`src/rtl/cla_sequencer.sv`:
```
// cla_sequencer: W-bit add/subtract computed one 4-bit slice per clock
// through a single shared 4-bit carry-lookahead adder.
// Optional feature: define CLA_SEQ_OVF_EN to enable the signed-overflow flag
// on OVF; otherwise OVF is constant 0 and no overflow logic exists.

// 4-bit carry-lookahead adder slice.
module carry_lookahead (
  input  logic [3:0] A,
  input  logic [3:0] B,
  input  logic       CIN,
  output logic [3:0] SUM,
  output logic       COUT
);

  logic [3:0] g;
  logic [3:0] p;
  logic [4:0] c;

  // Generate/propagate terms and fully expanded lookahead carries.
  always_comb begin
    g    = A & B;
    p    = A ^ B;
    c[0] = CIN;
    c[1] = g[0] | (p[0] & CIN);
    c[2] = g[1] | (p[1] & g[0]) | (p[1] & p[0] & CIN);
    c[3] = g[2] | (p[2] & g[1]) | (p[2] & p[1] & g[0])
         | (p[2] & p[1] & p[0] & CIN);
    c[4] = g[3] | (p[3] & g[2]) | (p[3] & p[2] & g[1])
         | (p[3] & p[2] & p[1] & g[0]) | (p[3] & p[2] & p[1] & p[0] & CIN);
  end

  assign SUM  = p ^ c[3:0];
  assign COUT = c[4];

endmodule

module cla_sequencer #(
  parameter int unsigned NIBBLES = 4
) (
  input  logic                 CLK,
  input  logic                 RST,
  input  logic                 START,
  input  logic                 SUB,
  input  logic                 CIN,
  input  logic [4*NIBBLES-1:0] OP_A,
  input  logic [4*NIBBLES-1:0] OP_B,
  output logic [4*NIBBLES-1:0] RESULT,
  output logic                 COUT,
  output logic                 OVF,
  output logic                 BUSY,
  output logic                 DONE
);

  localparam int unsigned W  = 4 * NIBBLES;
  localparam int unsigned CW = $clog2(NIBBLES);

  localparam logic [1:0] IDLE = 2'd0;
  localparam logic [1:0] RUN  = 2'd1;
  localparam logic [1:0] FIN  = 2'd2;

  logic [1:0]    state_q, state_d;
  logic [CW-1:0] cnt_q, cnt_d;
  logic          carry_q, carry_d;
  logic [W-1:0]  a_q, a_d;
  logic [W-1:0]  b_q, b_d;
  logic [W-1:0]  result_q, result_d;
  logic          cout_q, cout_d;
  logic          busy_q, busy_d;
  logic          done_q, done_d;

  logic [3:0]    a_slice_c;
  logic [3:0]    b_slice_c;
  logic [3:0]    sum_c;
  logic          co_c;

  // Current slice of the latched operands feeds the shared adder.
  assign a_slice_c = 4'(a_q >> {cnt_q, 2'b00});
  assign b_slice_c = 4'(b_q >> {cnt_q, 2'b00});

  carry_lookahead u_cla (
    .A    (a_slice_c),
    .B    (b_slice_c),
    .CIN  (carry_q),
    .SUM  (sum_c),
    .COUT (co_c)
  );

`ifdef CLA_SEQ_OVF_EN
  logic ovf_q, ovf_d;
  assign OVF = ovf_q;
`else
  assign OVF = 1'b0;
`endif

  // Next-state and datapath update; SUB is folded into b_q and carry_q.
  always_comb begin
    state_d  = state_q;
    cnt_d    = cnt_q;
    carry_d  = carry_q;
    a_d      = a_q;
    b_d      = b_q;
    result_d = result_q;
    cout_d   = cout_q;
`ifdef CLA_SEQ_OVF_EN
    ovf_d    = ovf_q;
`endif
    case (state_q)
      IDLE: begin
        if (START) begin
          a_d     = OP_A;
          b_d     = SUB ? ~OP_B : OP_B;
          carry_d = SUB ? 1'b1 : CIN;
          cnt_d   = '0;
          state_d = RUN;
        end
      end
      RUN: begin
        result_d[{cnt_q, 2'b00} +: 4] = sum_c;
        carry_d = co_c;
        cnt_d   = cnt_q + CW'(1);
        if (cnt_q == CW'(NIBBLES - 1)) begin
          cnt_d   = '0;
          cout_d  = co_c;
          state_d = FIN;
`ifdef CLA_SEQ_OVF_EN
          ovf_d = (a_q[W-1] == b_q[W-1]) && (sum_c[3] != a_q[W-1]);
`endif
        end
      end
      FIN: begin
        state_d = IDLE;
      end
      default: begin
        state_d = IDLE;
      end
    endcase
    busy_d = (state_d == RUN);
    done_d = (state_d == FIN);
  end

  // State register.
  always_ff @(posedge CLK) begin
    if (RST) begin
      state_q <= IDLE;
    end else begin
      state_q <= state_d;
    end
  end

  // Datapath and output registers.
  always_ff @(posedge CLK) begin
    if (RST) begin
      cnt_q    <= '0;
      carry_q  <= 1'b0;
      a_q      <= '0;
      b_q      <= '0;
      result_q <= '0;
      cout_q   <= 1'b0;
      busy_q   <= 1'b0;
      done_q   <= 1'b0;
`ifdef CLA_SEQ_OVF_EN
      ovf_q    <= 1'b0;
`endif
    end else begin
      cnt_q    <= cnt_d;
      carry_q  <= carry_d;
      a_q      <= a_d;
      b_q      <= b_d;
      result_q <= result_d;
      cout_q   <= cout_d;
      busy_q   <= busy_d;
      done_q   <= done_d;
`ifdef CLA_SEQ_OVF_EN
      ovf_q    <= ovf_d;
`endif
    end
  end

  assign RESULT = result_q;
  assign COUT   = cout_q;
  assign BUSY   = busy_q;
  assign DONE   = done_q;

endmodule

```
`config.mk`:
```
export PLATFORM = sky130hd
export DESIGN_NAME = cla_sequencer
export DESIGN_NICKNAME = d
export VERILOG_FILES = /design/src/rtl/cla_sequencer.sv
export SDC_FILE = /design/constraint.sdc
export NUM_CORES = 1
export LEC_CHECK = 0
export ABC_AREA = 1
export CAP_MARGIN = 10
export CORE_AREA = 2 2 106 108
export DETAILED_ROUTE_END_ITERATION = 7
export DIE_AREA = 0 0 108 110
export PLACE_DENSITY_LB_ADDON = 0.3
export REMOVE_ABC_BUFFERS = 1
export SYNTH_ARGS = -nofsm -noshare
export SYNTH_HDL_FRONTEND = slang
export SYNTH_SLANG_ARGS = --single-unit
```
`constraint.sdc`:
```
create_clock -name CLK -period 2.9 [get_ports CLK]
set_input_delay 0.725 -clock CLK [delete_from_list [all_inputs] [get_ports CLK]]
set_output_delay 0.725 -clock CLK [all_outputs]
set_load 0.01 [all_outputs]
```
# Word-level counts from Yosys, hierarchy flattened
# Cells that the tools add are included.
# word_totals
inputBits	37
out_inout_bits	20
ff_bits	56
word_cells	66
# classes
n_mux	11
reduce_logical	5
n_bitwise	30
addsub	2
n_shift	4
n_eq_ne	5
# op_table
cell	n
$shr A16 B4 Y4	2
$and A1 B1 Y1	16
$bwmux W16	1
$mux W16	1
$not A16 Y16	1
$shift A4 B6 Y16 const A	1
$shiftx A4 B6 Y16	1
$or A1 B1 Y1	10
$mux W2	4
$pmux W2 S2	2
$xor A4 B4 Y4	2
$neg A4 Y6	1
$reduce_and A2 Y1	3
$and A4 B4 Y4	1
$eq A2 B1 Y1 const B	2
$eq A2 B2 Y1 const B	2
$add A2 B1 Y2 const B	1
$logic_not A2 Y1	1
$mux W1	2
$ne A2 B2 Y1 const B	1
$pmux W1 S2	1
$reduce_bool A2 Y1	1

# Longest topological paths before layout
# depth
ltp_word	9
ltp_mapped	15
depth_no_buf	14

# By module
# Synthesis repeated with hierarchy kept, for this count alone.
# hier_totals
hier_cells	382
area_unflattened_um2	2712.6
# modules_own_cells
mod	area_per_inst_um2	cells_per_inst	seq_area_each_um2	n_inst
cla_sequencer	2523.7	351	1121.1	1
carry_lookahead	188.9	31	0.0	1

# Least setup slack after synthesis
# Ideal clock, no wire load.
# synth_path
kind	reg2reg
from	register cnt_q[0]
to	register result_q[7] (netlist: RESULT[7])
arrival_time_ns	2.080
path_buffers	2
synth_period_minus_slack_ns	2.150
setup_slack_ns	0.750
stages_incl_launch_ff	13
setup_ns	0.070
required_ns	2.830
cell_sequence	dfxtp_1 > clkbuf_1 > buf_2 > nor2_1 > o22ai_1 > ha_1 > nand4_1 > nand2_1 > nand2_1 > nand3_1 > nor2_1 > nand2_1 > a21oi_1
# synth_between
elab_chain_cells	9
word_cells_on_any_way	24
cone_classes	1 x add/sub; 4 x shift; 1 x mux; 18 x bitwise
# synth_rtl
item	line	text
start: declaration	62	logic [CW-1:0] cnt_q, cnt_d;
start signal: assignment	165	cnt_q <= cnt_d;
$shr A16 B4 Y4 (on tied branches)	77, 78	
$xor A4 B4 Y4 or $and A4 B4 Y4 (tied branches)	22, 21	
$and A1 B1 Y1 (on tied branches)	26, 27	
$or A1 B1 Y1 (tied with other cells)	26	c[3] = g[2] | (p[2] & g[1]) | (p[2] & p[1] & g[0])
$or A1 B1 Y1 or $and A1 B1 Y1 (tied branches)	26, 27	
$or A1 B1 Y1	27	| (p[2] & p[1] & p[0] & CIN);
$xor A4 B4 Y4	32	assign SUM = p ^ c[3:0];
$shiftx A4 B6 Y16	118	result_d[{cnt_q, 2'b00} +: 4] = sum_c;
$bwmux W16 *	118	
end signal: assignment	169	result_q <= result_d;
end: declaration	66	logic [W-1:0] result_q, result_d;
# Mark *: on every way between the ends. The rest lies on a longest branch, timed or not.
# A chain may end at the register's enable or synchronous reset.

# Worst setup path after layout
# layout_path
from	register cnt_q[0]
to	register result_q[5] (netlist: RESULT[5])
# The elaborated chain is that of the path after synthesis.

==> results_dict.tcl <==
set metrics [dict create \
    slew_viol_final 0 \
    synth-edff-count 0 \
    fin_skew_ns 0.00545 \
    placed_cells 521 \
    rsz0062_at_grt "no" \
    grt_overflow_total 0 \
    syn_to_final_growth_pct 29.6 \
    max_freq_mhz 438 \
    status "finished clean" \
    worstSetupEndpointType "flop" \
    ys_ff_latch 56 \
    antenna_found_initial 0 \
    hold_buffers 0 \
    hold_start "RESULT[12]$_SDFFE_PP0P_" \
    start_util_pct 24.6 \
    synth_cell_types 30 \
    post_drt_wl_per_cell_um 11.9 \
    via_per_inst 4.31 \
    dp_hpwl_mm 4.67 \
    synthArstFlopShare_pct 0 \
    cp_max_fo 18 \
    fin_crit_ns 2.28 \
    die_y_um 110 \
    postRouteAntennaNets 0 \
    fp.dieW_um 108 \
    setup_viol 0 \
    drt_pass1_iterations 4 \
    hold_end "RESULT[12]$_SDFFE_PP0P_" \
    fin_setup_tns_ns 0 \
    r2r_start "cnt_q[0]$_SDFFE_PP0P_" \
    yosys.area.top_type "dfxtp_1" \
    worstSetupPathType "flop to flop" \
    nNetsFinal 437 \
    clock_path_buffers 2 \
    cts-resized-gates 0 \
    fin_crit_sh_pct 78.8 \
    grt_pass1_wl_mm 10.5 \
    place_area_sq_um 3300 \
    worst_ep_required_time_ns 3.15 \
    clock_sinks 56 \
    synth.avg_cell_area_sq_um 7.77 \
    cp.arrival_ns 2.54 \
    grt_pass1_vias 2199 \
    antenna_cells 0 \
    stdcell_area_sq_um 3410 \
    ir_worst_vdd_mv 0.205 \
    p_leak_nw 1.29 \
    startpoint_type "flop" \
    port_buffers 55 \
    ys_top_cells_by_area "dfxtp_1, nor2_1, o21ai_0, nand2_1, xnor2_1" \
    yosys.area.top_type_share_pct 42.6 \
    final_common_cell "nor2_1" \
    multiInputGateArea_sq_um 1350 \
    r2r_end "RESULT[5]$_SDFFE_PP0P_" \
    worst_r2r_path_depth 9 \
    final_cells 529 \
    cts-root-buf "clkbuf_8" \
    post_route_cells_drive_above_1_share_pct 5.14 \
    whs_path_depth 2 \
    seq_area_frac_synth_pct 42.6 \
    clock_latency_ns 0.31 \
    place_congestion 0.787 \
    dieArea_sq_um 11900 \
    routed_wirelength_mm 6.30 \
    dr_total_vias 2282 \
    netlist_area_sq_um 2630 \
    syn_inst 339 \
    hold_path_class "flop to flop" \
    cts_buffers 5 \
    layout_common_cells "nor2_1, dfxtp_1, clkdlybuf4s50_1, nand2_1, o21ai_0" \
    post-route-drc-count 0 \
    cap_viol_max_count 0 \
    cts.repair_timing.setup_buffer_count 0 \
    power.total_mw 1.75 \
    synthFlopType "dfxtp_1" \
    pin_count 57 \
    clk_pin_slew_ns 0.10 \
    dr.first_iter.drc_count 88 \
    placeableCoreArea_sq_um 10700 \
    num_rows 38 \
    regArea_sq_um 1120 \
    n_fill_cell 1176 \
    regToRegSetupSlack_ns 0.62 \
    yosys_warnings 0 \
    finalHoldViolations 0 \
    cts_max_level 2 \
    grt_max_degree 49 \
    grt_usage_pct 11.2 \
    powerDensity_nw_per_um2 513 \
    cts_tree "done" \
]
-- sequential cells by signal (all words and copies together) (netlist names) --
signal,flops
BUSY,1
state_q,2
RESULT,16
a_q,16
cnt_q,2
carry_q,1
COUT,1
DONE,1
b_q,16
-- cell type report --
| type | count | share of cell area, % |
|---|---|---|
| multi-input combinational | 247 | 39.5 |
| sequential | 56 | 32.9 |
| timing repair buffer | 61 | 17.5 |
| tap | 140 | 5.14 |
| clock buffer | 6 | 2.13 |
| inverter | 17 | 1.87 |
| clock inverter | 2 | 1.03 |
-- power breakdown --
part	internal [mW]	total (mW)	switching, mW
Combinational	0.168	0.398	0.231
Sequential	0.819	0.848	0.0283
Clock	0.257	0.505	0.248
Total	1.24	1.75	0.507
-- metrics by stage --
stage / worst slack [ns] / hold WS, ns / utilization, %
after floorplan: 0.388 / 0.450 / -
after global placement: 0.551 / 0.460 / 30.9
after detailed placement: 0.501 / 0.464 / 30.9
after CTS: 0.606 / 0.480 / 31.9
after global routing: 0.321 / 0.502 / 31.9
final: 0.616 / 0.477 / 31.9
-- cells by family (layout without fill, tap and decap cells) --
group | Yosys count | in the layout | share of synthesized area (%)
AOI/OAI and AO/OA | 79 | 79 | 17.3
other | 1 | 1 | 0.142
xor gates and xnor gates | 18 | 18 | 5.99
DFF | 56 | 56 | 42.6
buffers and inverters | 36 | 86 | 6.23
adders and majority gates | 12 | 12 | 5.99
and+or+nand+nor | 137 | 137 | 21.8
-- cells in the mapped netlist, types with 2 or more instances --
library cell / n
buf_1: 2
inv_1: 14
xor2_1: 2
xnor2_1: 16
inv_2: 2
a22oi_1: 3
nor3_1: 2
ha_1: 11
nor2_1: 79
a211oi_1: 16
buf_4: 2
buf_6: 2
buf_2: 5
nand3_1: 8
clkbuf_1: 8
o21ai_0: 34
dfxtp_1: 56
a21oi_1: 17
o22ai_1: 8
nand4_1: 4
nand2_1: 39
-- critical path, stage by stage, from the launching register on --
cell and delay, ns:
dfxtp_1 0.34, inv_1 0.21, o21ai_0 0.25, o22ai_1 0.16
fa_1 0.43, xor2_1 0.39, nand2_1 0.10, nor2_1 0.16
a22oi_1 0.10, nor2_1 0.10
-- worst max-delay path by stage --
stage,endpoint,from,slack (ns)
final,RESULT[5]$_SDFFE_PP0P_,cnt_q[0]$_SDFFE_PP0P_,0.62
after global routing,RESULT[7]$_SDFFE_PP0P_,cnt_q[0]$_SDFFE_PP0P_,0.32
after CTS,RESULT[5]$_SDFFE_PP0P_,cnt_q[0]$_SDFFE_PP0P_,0.61
after detailed placement,b_q[11]$_SDFFE_PP0P_,START,0.50
after global placement,b_q[9]$_SDFFE_PP0P_,START,0.55
after floorplan,RESULT[7]$_SDFFE_PP0P_,cnt_q[0]$_SDFFE_PP0P_,0.39
-- layer usage --
| layer | wire length, um | track usage [%] | vias up |
|---|---|---|---|
| met5 | 0 | 0 | - |
| met4 | 63 | 2.84 | 0 |
| met3 | 333 | 2.53 | 7 |
| met2 | 2980 | 19.4 | 59 |
| met1 | 2920 | 14.1 | 998 |
| li1 | - | - | 1218 |
Note: power is estimated with default switching activity, not from simulation.
